File: src/rtl/i2c_bus_monitor.sv
// I2C bus monitor: synchronizes and deglitches SCL/SDA, flags START/STOP,
// and derives busy, free and stretched-activity status for the power manager.

module i2c_line_filter #(
  parameter int SYNC_STAGES = 2,
  parameter int FILTER_LEN  = 3
) (
  input  logic sys_clk,
  input  logic rst_n,
  input  logic pad,
  output logic filt
);

  localparam logic [7:0] FILT_LAST = 8'(FILTER_LEN - 1);

  logic [SYNC_STAGES-1:0] sync_q;
  logic [7:0]             stable_cnt;
  logic                   synced;

  assign synced = sync_q[SYNC_STAGES-1];

  always_ff @(posedge sys_clk or negedge rst_n) begin
    if (!rst_n) begin
      sync_q <= '1;
    end else begin
      sync_q <= {sync_q[SYNC_STAGES-2:0], pad};
    end
  end

  // The filtered value only follows the synced value once it has disagreed
  // for FILTER_LEN consecutive cycles; any agreement restarts the count.
  always_ff @(posedge sys_clk or negedge rst_n) begin
    if (!rst_n) begin
      filt       <= 1'b1;
      stable_cnt <= '0;
    end else if (synced == filt) begin
      stable_cnt <= '0;
    end else if (stable_cnt == FILT_LAST) begin
      filt       <= synced;
      stable_cnt <= '0;
    end else begin
      stable_cnt <= stable_cnt + 8'd1;
    end
  end

endmodule

module i2c_bus_monitor #(
  parameter int SYNC_STAGES     = 2,
  parameter int FILTER_LEN      = 3,
  parameter int HOLD_CYCLES     = 16,
  parameter int BUS_FREE_CYCLES = 64
) (
  input  logic i_sys_clk,
  input  logic i_rst_n,
  input  logic i_enable,
  input  logic i_scl,
  input  logic i_sda,
  output logic o_scl_filt,
  output logic o_sda_filt,
  output logic o_start_det,
  output logic o_stop_det,
  output logic o_bus_busy,
  output logic o_bus_free,
  output logic o_bus_activity
);

  localparam logic [15:0] HOLD_LOAD  = 16'(HOLD_CYCLES);
  localparam logic [15:0] FREE_LIMIT = 16'(BUS_FREE_CYCLES);

  typedef enum logic {
    BUS_IDLE = 1'b0,
    BUS_BUSY = 1'b1
  } bus_state_t;

  bus_state_t  state_q, state_d;
  logic        scl_prev, sda_prev;
  logic        scl_high_both, start_cond, stop_cond, line_edge;
  logic [15:0] hold_q, hold_d;
  logic [15:0] free_q, free_d;

  i2c_line_filter #(
    .SYNC_STAGES (SYNC_STAGES),
    .FILTER_LEN  (FILTER_LEN)
  ) u_scl_filter (
    .sys_clk (i_sys_clk),
    .rst_n   (i_rst_n),
    .pad     (i_scl),
    .filt    (o_scl_filt)
  );

  i2c_line_filter #(
    .SYNC_STAGES (SYNC_STAGES),
    .FILTER_LEN  (FILTER_LEN)
  ) u_sda_filter (
    .sys_clk (i_sys_clk),
    .rst_n   (i_rst_n),
    .pad     (i_sda),
    .filt    (o_sda_filt)
  );

  always_ff @(posedge i_sys_clk or negedge i_rst_n) begin
    if (!i_rst_n) begin
      scl_prev <= 1'b1;
      sda_prev <= 1'b1;
    end else begin
      scl_prev <= o_scl_filt;
      sda_prev <= o_sda_filt;
    end
  end

  // A simultaneous SCL/SDA change fails the "SCL high in both cycles" test,
  // so it is never mistaken for START/STOP but still counts as an edge.
  assign scl_high_both = o_scl_filt & scl_prev;
  assign start_cond    = scl_high_both &  sda_prev & ~o_sda_filt;
  assign stop_cond     = scl_high_both & ~sda_prev &  o_sda_filt;
  assign line_edge     = (o_scl_filt ^ scl_prev) | (o_sda_filt ^ sda_prev);

  always_ff @(posedge i_sys_clk or negedge i_rst_n) begin
    if (!i_rst_n) begin
      state_q <= BUS_IDLE;
    end else begin
      state_q <= state_d;
    end
  end

  always_comb begin
    state_d = state_q;
    if (!i_enable) begin
      state_d = BUS_IDLE;
    end else if (start_cond) begin
      state_d = BUS_BUSY;
    end else if (stop_cond) begin
      state_d = BUS_IDLE;
    end
  end

  always_comb begin
    hold_d = hold_q;
    if (!i_enable) begin
      hold_d = '0;
    end else if (line_edge) begin
      hold_d = HOLD_LOAD;
    end else if (hold_q != 16'd0) begin
      hold_d = hold_q - 16'd1;
    end
  end

  // Bus-free qualifies on the registered busy state so a fresh START drops
  // o_bus_free in the same cycle the START pulse appears.
  always_comb begin
    free_d = '0;
    if (i_enable && (state_q == BUS_IDLE) && o_scl_filt && o_sda_filt) begin
      free_d = (free_q == FREE_LIMIT) ? FREE_LIMIT : free_q + 16'd1;
    end
  end

  always_ff @(posedge i_sys_clk or negedge i_rst_n) begin
    if (!i_rst_n) begin
      hold_q         <= '0;
      free_q         <= '0;
      o_start_det    <= 1'b0;
      o_stop_det     <= 1'b0;
      o_bus_free     <= 1'b0;
      o_bus_activity <= 1'b0;
    end else begin
      hold_q         <= hold_d;
      free_q         <= free_d;
      o_start_det    <= i_enable & start_cond;
      o_stop_det     <= i_enable & stop_cond;
      o_bus_free     <= (free_d == FREE_LIMIT);
      o_bus_activity <= (state_d == BUS_BUSY) | (hold_d != 16'd0);
    end
  end

  assign o_bus_busy = (state_q == BUS_BUSY);

endmodule

File: config.mk
export PLATFORM = sky130hd
export DESIGN_NAME = i2c_bus_monitor
export DESIGN_NICKNAME = d
export VERILOG_FILES = /design/src/rtl/i2c_bus_monitor.sv
export SDC_FILE = /design/constraint.sdc
export NUM_CORES = 1
export LEC_CHECK = 0
export BUFFER_PORTS_ARGS = -buffer_cell sky130_fd_sc_hd__buf_2
export CORE_AREA = 4 4 121 123
export DETAILED_ROUTE_END_ITERATION = 6
export DIE_AREA = 0 0 125 127
export GPL_TIMING_DRIVEN = 0
export PLACE_DENSITY = 0.46
export SYNTH_ARGS = -nofsm -noshare
export SYNTH_HDL_FRONTEND = slang
export SYNTH_SLANG_ARGS = --single-unit
File: constraint.sdc
create_clock -name i_sys_clk -period 2.45 [get_ports i_sys_clk]
set_input_delay 0.3675 -clock i_sys_clk [delete_from_list [all_inputs] [get_ports i_sys_clk]]
set_output_delay 0.3675 -clock i_sys_clk [all_outputs]
set_load 0.01 [all_outputs]
==> results of run 1 <==
-- final timing paths --
kind	from	endpoint	depth (start not counted)
worst max-delay path	hold_q[4]	o_bus_activity	7
worst min-delay path	i_rst_n	o_bus_activity	1
worst max register to register	hold_q[4]	o_bus_activity	7
worst min register to register	u_scl_filter.sync_q[0]	u_scl_filter.sync_q[1]	0
max in group asynchronous	i_rst_n	free_q[0]	1
min in group i_sys_clk	i_scl	u_scl_filter.sync_q[0]	1
-- cell families after synthesis --
family          count (synthesis)  synth area share, %
buf+inv                        24                 3.00
mux                             6                 1.91
flops                          61                 46.0
compound gates                 34                 7.12
fa+ha+maj                       9                 3.37
xor+xnor                       36                 9.44
simple gates                  173                 29.2
-- registers in the layout, indices dropped and copies added, names as in the netlist, 2 cells and up --
register,count
hold_q,16
u_scl_filter.stable_cnt,8
u_sda_filter.sync_q,2
u_sda_filter.stable_cnt,8
u_scl_filter.sync_q,2
free_q,16
-- worst register-to-register path, stage by stage (launching register included) --
cell and delay, ps:
dfrtp_1 350, buf_2 180, or4_4 530, nor4_4 290, mux2i_1 260, nand2_1 100, nor4_2 270, o2111ai_1 160
-- layout by cell type (no fill, tap or decap), types with 5 or more instances in the layout --
cell type and n:
xnor2_1 16, nor3_1 14, clkbuf_1 5, nor4b_1 6, ha_1 9, nor2_1 58
nand2_1 21, xor2_1 20, a21oi_1 7, buf_2 18, o21ai_0 5, dfstp_2 8
dfrtp_1 52, nand4_1 6, inv_1 11, nor4_1 7, nand3_1 21, clkbuf_16 9
and3_1 5
-- repair_timing --
action | 4_1_cts | 5_1_grt
hold endpoints to repair | 0 | 0
endpoints found under the setup margin | 0 | 2
gates resized for setup | 0 | 5
setup buffers | 0 | 1
-- cell type report --
| class | instances | area, sq um |
|---|---|---|
| clock inverter | 4 | 70.1 |
| timing repair buffer | 12 | 65.1 |
| multi-input combinational | 258 | 1720 |
| fill | 1465 | 9700 |
| inverter | 11 | 41.3 |
| clock buffer | 12 | 256 |
| tap | 180 | 225 |
| sequential | 61 | 1540 |
| buffer | 12 | 55.1 |
-- report_power, final --
group          internal [mW]  switching, mW
logic                  0.940           1.33
registers               1.21          0.176
clock network          0.941          0.434
total                   3.09           1.94
-- routing by layer --
| metal | GRT usage (%) | vias to the layer above | share of wire (%) |
|---|---|---|---|
| li1 | - | 1252 | - |
| met4 | 5.36 | 0 | 2.6 |
| met1 | 11.9 | 1191 | 48 |
| met2 | 14.6 | 32 | 46 |
| met3 | 1.88 | 10 | 2.6 |
| met5 | 0 | - | 0 |
==> qor.txt, run 1 <==
Clk sinks: 61
Number of port buffers: 11
Global-route wire length before repair: 11.9 mm
Nets: 379
Post-layout utilization of the core: 29.1%
Placed Instances: 534
Clock slew seen by the registers of the worst setup and hold paths: 50 ps
Pin count of the biggest net entering global routing: 62
Antenna violations before repair: 0
Warning count from the yosys run: 0
Half-perimeter wire length after placement: 4.82 mm
Register-to-register setup slack: 160 ps
Cell with the biggest individual delay on the critical path: or4_4
WL final: 6.91 mm
Final cell count without fillers: 550
Required time of the worst setup path: 2620 ps
Final weighted congestion of routability-driven global placement: 0.765
Accumulated negative setup slack: 0 ps
Setup Crit Path Kind: flip-flop to flip-flop
Number of global-route vias before repair: 2465
Count of distinct cell types in the synthesized netlist: 53
Number of buffer and inverter stages on the critical path: 1
Top-count cell post-synth: nor2_1
Synthesis-to-finish area growth: 18.9%
Die outline area: 15900 sq um
Die span in y: 127 microns
Vias post-DR: 2485
Leading register cell type out of synthesis: dfrtp_1
PD cells: 1270 nW/um^2
Initial cell density of the core: 24.4%
Top-level I/O count: 12
Post-detailed-route DRC marker count: 0
Maximum clock skew at final layout: 5.43 ps
Top post-synthesis cells by area: dfrtp_1 40%, nor2_1 6.5%, dfstp_2 6.3%
Crit-path cells: buf_2 > or4_4 > nor4_4 > mux2i_1 > nand2_1 > nor4_2 > o2111ai_1
Leakage power of the design: 1.67 nW
Worst hold slack after final layout: 121 ps
Endpoints failing hold: 0
Top cell family by delay on the critical path: simple AND/OR/NAND/NOR gates
Total inserted antenna cells: 0
Crit start category: flip-flop
DRC marker count from the first detailed-route iteration: 102
Crit-path max cell delay: 530 ps
Clock buffer depth: 2
Clock tree from TritonCTS: done
Post-route fraction of the period consumed by the critical path: 93.6%
Post-synth ARST share: 100%
Final antenna-violating net count: 0
RSZ-0062 raised after global routing: yes
Post-Synthesis Cells: 343
Routed len/inst: 12.6 microns
Root Buffer Master: clkbuf_16
Fraction of layout cells with a size suffix above 1: 17.8%
TritonCTS Buffers: 9
Run status: completed
Post-synthesis cell area: 3340 sq um
Worst-skew pair later-pin latency: 330 ps
Worst endpoint data arrival time: 2470 ps
# setup viols final: 0
Core ar.: 13700 sq um
Slew at the pin closest to its max-slew limit: 784 ps
Biggest fanout along the worst timing path: 10
Post-Place Worst Slack: 20.5 ps
Cell area after layout: 3970 sq um
Number of storage elements in the synthesis netlist: 61
F_max: 436 MHz
Worst supply voltage drop on vdd: 604 uV
Mean instance size in the synthesized netlist: 9.74 sq um
Placed inst area: 3620 sq um
1st-pass router iterations: 4
Maximum level of the CTS H-tree: 3
Final Critical Period: 2290 ps
Max-capacitance violation count: 0
Max-slew violation count: 0
Chip width: 125 microns
Number of hold buffers added after cts: 0
Synthesized Nets: 357
PnR Total Power: 5.03 mW
Share of the synthesized area in the top cell type: 39.7%
List of most frequent post-synthesis cells: 58 x nor2_1, 53 x dfrtp_1, 21 x nand2_1, 21 x nand3_1, 20 x xor2_1
Number of synthesized flops with an enable pin: 0
Setup slack of the critical path after layout: 157 ps
Crit path capture type: flip-flop
Type of the most critical hold path: input port to asynchronous set/reset pin
Floorplan row count: 43
Cell type contributing the most total cell area after synthesis: dfrtp_1
Remaining global-route overflow: 0
Vias per inst: 4.52
Total GRT Usage: 9.27%
Sequential share of the synthesized area: 46.0%
Tightest slew margin relative to the limit: 47.7%
Power figures use the tool's default switching activity.
==> run 2: changes to the inputs <==
==> constraint.sdc (replaced) <==
create_clock -name i_sys_clk -period 2.7 [get_ports i_sys_clk]
set_input_delay 0.405 -clock i_sys_clk [delete_from_list [all_inputs] [get_ports i_sys_clk]]
set_output_delay 0.405 -clock i_sys_clk [all_outputs]
set_load 0.01 [all_outputs]
==> run 2 against run 1 <==
Against the previous run: routed wire length down 0.10%; die area unchanged; sequential share of layout area up 0.18 points; register-to-register slack better by 110 ps; setup slack better by 110 ps; maximum frequency down 5.8%; sequential power down 11%; critical endpoint unchanged; largest cell class unchanged.
==> qor.txt, run 2 (synthesis gave the netlist of run 1 again) <==
Run status: completed (unchanged)
Final antenna-violating net count: 0 (unchanged)
Initial cell density of the core: 24.4% (unchanged)
F_max: 411 MHz (was 436 MHz)
Root Buffer Master: clkbuf_16 (unchanged)
Synthesis-to-finish area growth: 18.2% (was 18.9%)
Fillers: 1466 (was 1465)
Setup Crit Path Kind: flip-flop to flip-flop (unchanged)
Total net switching power: 1.73 mW (was 1.94 mW)
DRC marker count from the first detailed-route iteration: 105 (was 102)
Placed Instances: 534 (unchanged)
Internal power: 2.77 mW (was 3.09 mW)
Post-Place Worst Slack: 270 ps (was 20.5 ps)
Reg area: 1540 sq um (about the same)
Final cell count without fillers: 550 (unchanged)
Post-route fraction of the period consumed by the critical path: 90.1% (was 93.6%)
Setup bufs post-CTS: 0 (unchanged)
Maximum clock skew at final layout: 7.58 ps (was 5.43 ps)
Global-route wire length before repair: 11.9 mm (unchanged)
Pin count of the biggest net entering global routing: 62 (unchanged)
Worst-skew pair later-pin latency: 330 ps (about the same)
Crit-path max cell delay: 440 ps (was 530 ps)
Die span in y: 127 microns (unchanged)
Biggest fanout along the worst timing path: 6 (was 10)
Max-slew violation count: 0 (unchanged)
Number of port buffers: 11 (unchanged)
Max-capacitance violation count: 0 (unchanged)
Post-layout utilization of the core: 28.9% (was 29.1%)
Cell area after layout: 3950 sq um (was 3970 sq um)
Placed inst area: 3620 sq um (unchanged)
Die outline area: 15900 sq um (unchanged)
Setup slack of the critical path after layout: 267 ps (was 157 ps)
Worst supply voltage drop on vdd: 548 uV (was 604 uV)
Commonest non-fill, non-tap cell in the layout: nor2_1 (unchanged)
Worst endpoint data arrival time: 2610 ps (was 2470 ps)
Critical R2R Launch: hold_q[0] (was hold_q[4])
Vias per inst: 4.54 (was 4.52)
Worst reg2reg endpoint: o_bus_activity (unchanged)
Number of global-route vias before repair: 2465 (unchanged)
PnR Total Power: 4.50 mW (was 5.03 mW)
Final Critical Period: 2430 ps (was 2290 ps)
Routed len/inst: 12.5 microns (was 12.6 microns)
Type of the most critical hold path: input port to asynchronous set/reset pin (unchanged)
Core ar.: 13700 sq um (unchanged)
Floorplan row count: 43 (unchanged)
Tightest slew margin relative to the limit: 47.6% (was 47.7%)
Top-level I/O count: 12 (unchanged)
Total inserted antenna cells: 0 (unchanged)
Number of hold buffers added after cts: 0 (unchanged)
Crit-path cells: inv_1 > ha_1 > nor3b_2 > nand2_1 > nor3_1 > xor2_1 > nor4_1 > o2111ai_1 (was buf_2 > or4_4 > nor4_4 > mux2i_1 > nand2_1 > nor4_2 > o2111ai_1)
Antenna violations before repair: 0 (unchanged)
1st-pass router iterations: 4 (unchanged)
Accumulated negative setup slack: 0 ps (unchanged)
Final weighted congestion of routability-driven global placement: 0.765 (unchanged)
Largest registers: free_q (16), hold_q (16) (unchanged)
Worst hold slack after final layout: 161 ps (was 121 ps)
Portion of total power attributed to combinational logic: 44.7% (was 45.1%)
Part of the power in registers: 27.6% (about the same)
Cell with the biggest individual delay on the critical path: dfrtp_1 (was or4_4)
Fraction of layout cells with a size suffix above 1: 16.8% (was 17.8%)
Clock buffer depth: 2 (unchanged)
Clock network fraction of total power: 27.7% (was 27.3%)
Required time of the worst setup path: 2870 ps (was 2620 ps)
Total GRT Usage: 9.27% (unchanged)
Clk sinks: 61 (unchanged)
# setup viols final: 0 (unchanged)
Nets: 379 (unchanged)
Leakage power of the design: 1.67 nW (about the same)
Clock tree from TritonCTS: done (unchanged)
WL final: 6.90 mm (was 6.91 mm)
RSZ-0062 raised after global routing: no (was yes)
Vias post-DR: 2497 (was 2485)
Area of the multi-input gates: 1700 sq um (was 1720 sq um)
Post-detailed-route DRC marker count: 0 (unchanged)
Clock slew seen by the registers of the worst setup and hold paths: 50 ps (about the same)
Chip width: 125 microns (unchanged)
Register-to-register setup slack: 270 ps (was 160 ps)
Startpoint of the most critical setup path: hold_q[0] (was hold_q[4])
Crit path capture type: flip-flop (unchanged)
Half-perimeter wire length after placement: 4.82 mm (unchanged)
Endpoints failing hold: 0 (unchanged)
Post-cts resize count: 0 (unchanged)
TritonCTS Buffers: 9 (unchanged)
Number of cell instances on the worst register-to-register path: 8 (was 7)
Remaining global-route overflow: 0 (unchanged)
PD cells: 1140 nW/um^2 (was 1270 nW/um^2)
Switching part of the total: 38.5% (about the same)
Commonest cells after routing, fill and taps aside: 58 x nor2_1, 53 x dfrtp_1, 21 x nand2_1, 21 x nand3_1, 20 x xor2_1 (was 58 x nor2_1, 52 x dfrtp_1, 21 x nand2_1, 21 x nand3_1, 20 x xor2_1)
Slew at the pin closest to its max-slew limit: 786 ps (was 784 ps)
Maximum level of the CTS H-tree: 3 (unchanged)
Crit start category: flip-flop (unchanged)
run 2: cell types whose count changed in the layout (fill, tap and decap cells not counted), sizes merged:
cell	delta
clkbuf	+1
buf	-1
run 2: metal layers:
layer	vias up	track usage, %	part of all wire (%)
met2	36	14.6	47
met3	9	1.88	2.5
met4	0	5.36	2.4
li1	1253	-	-
met1	1199	11.9	48
met5	-	0	0
run 2: layout make-up:
cell class              count  area share, %
multi-input cells         258           43.1
flip-flops and latches     61           38.9
clock buffers              12           6.50
well taps                 180           5.70
clock inverters             4           1.77
plain buffers              13           1.49
repair buffers             11           1.46
inverters                  11           1.05
run 2: power groups by stage:
stage	sequential, mW	clock (mW)	combinational (mW)
floorplan	1.24	0	1.58
global placement	1.25	0	2.01
detailed placement	1.26	0	2.03
CTS	1.24	1.29	2.04
global route	1.27	1.32	2.25
finish	1.24	1.25	2.01
run 2: how the worst max path moves through the flow:
stage | endpoint | slack, ps | cells after the start
final | o_bus_activity | 270 | 8
after global routing | o_bus_activity | 50 | 8
after CTS | o_bus_activity | 260 | 8
after detailed placement | o_bus_activity | 270 | 8
after global placement | o_bus_activity | 280 | 8
after floorplan | o_bus_activity | 650 | 7
run 2: worst max-delay path: cells and delay by family (launching register included):
kind | cells | cell delay (ps)
AO/OA/AOI/OAI | 1 | 170
adder cells (fa/ha/maj) | 1 | 250
flip-flops | 1 | 440
XOR/XNOR | 1 | 110
buffers and inverters | 1 | 120
AND/OR/NAND/NOR | 4 | 1200
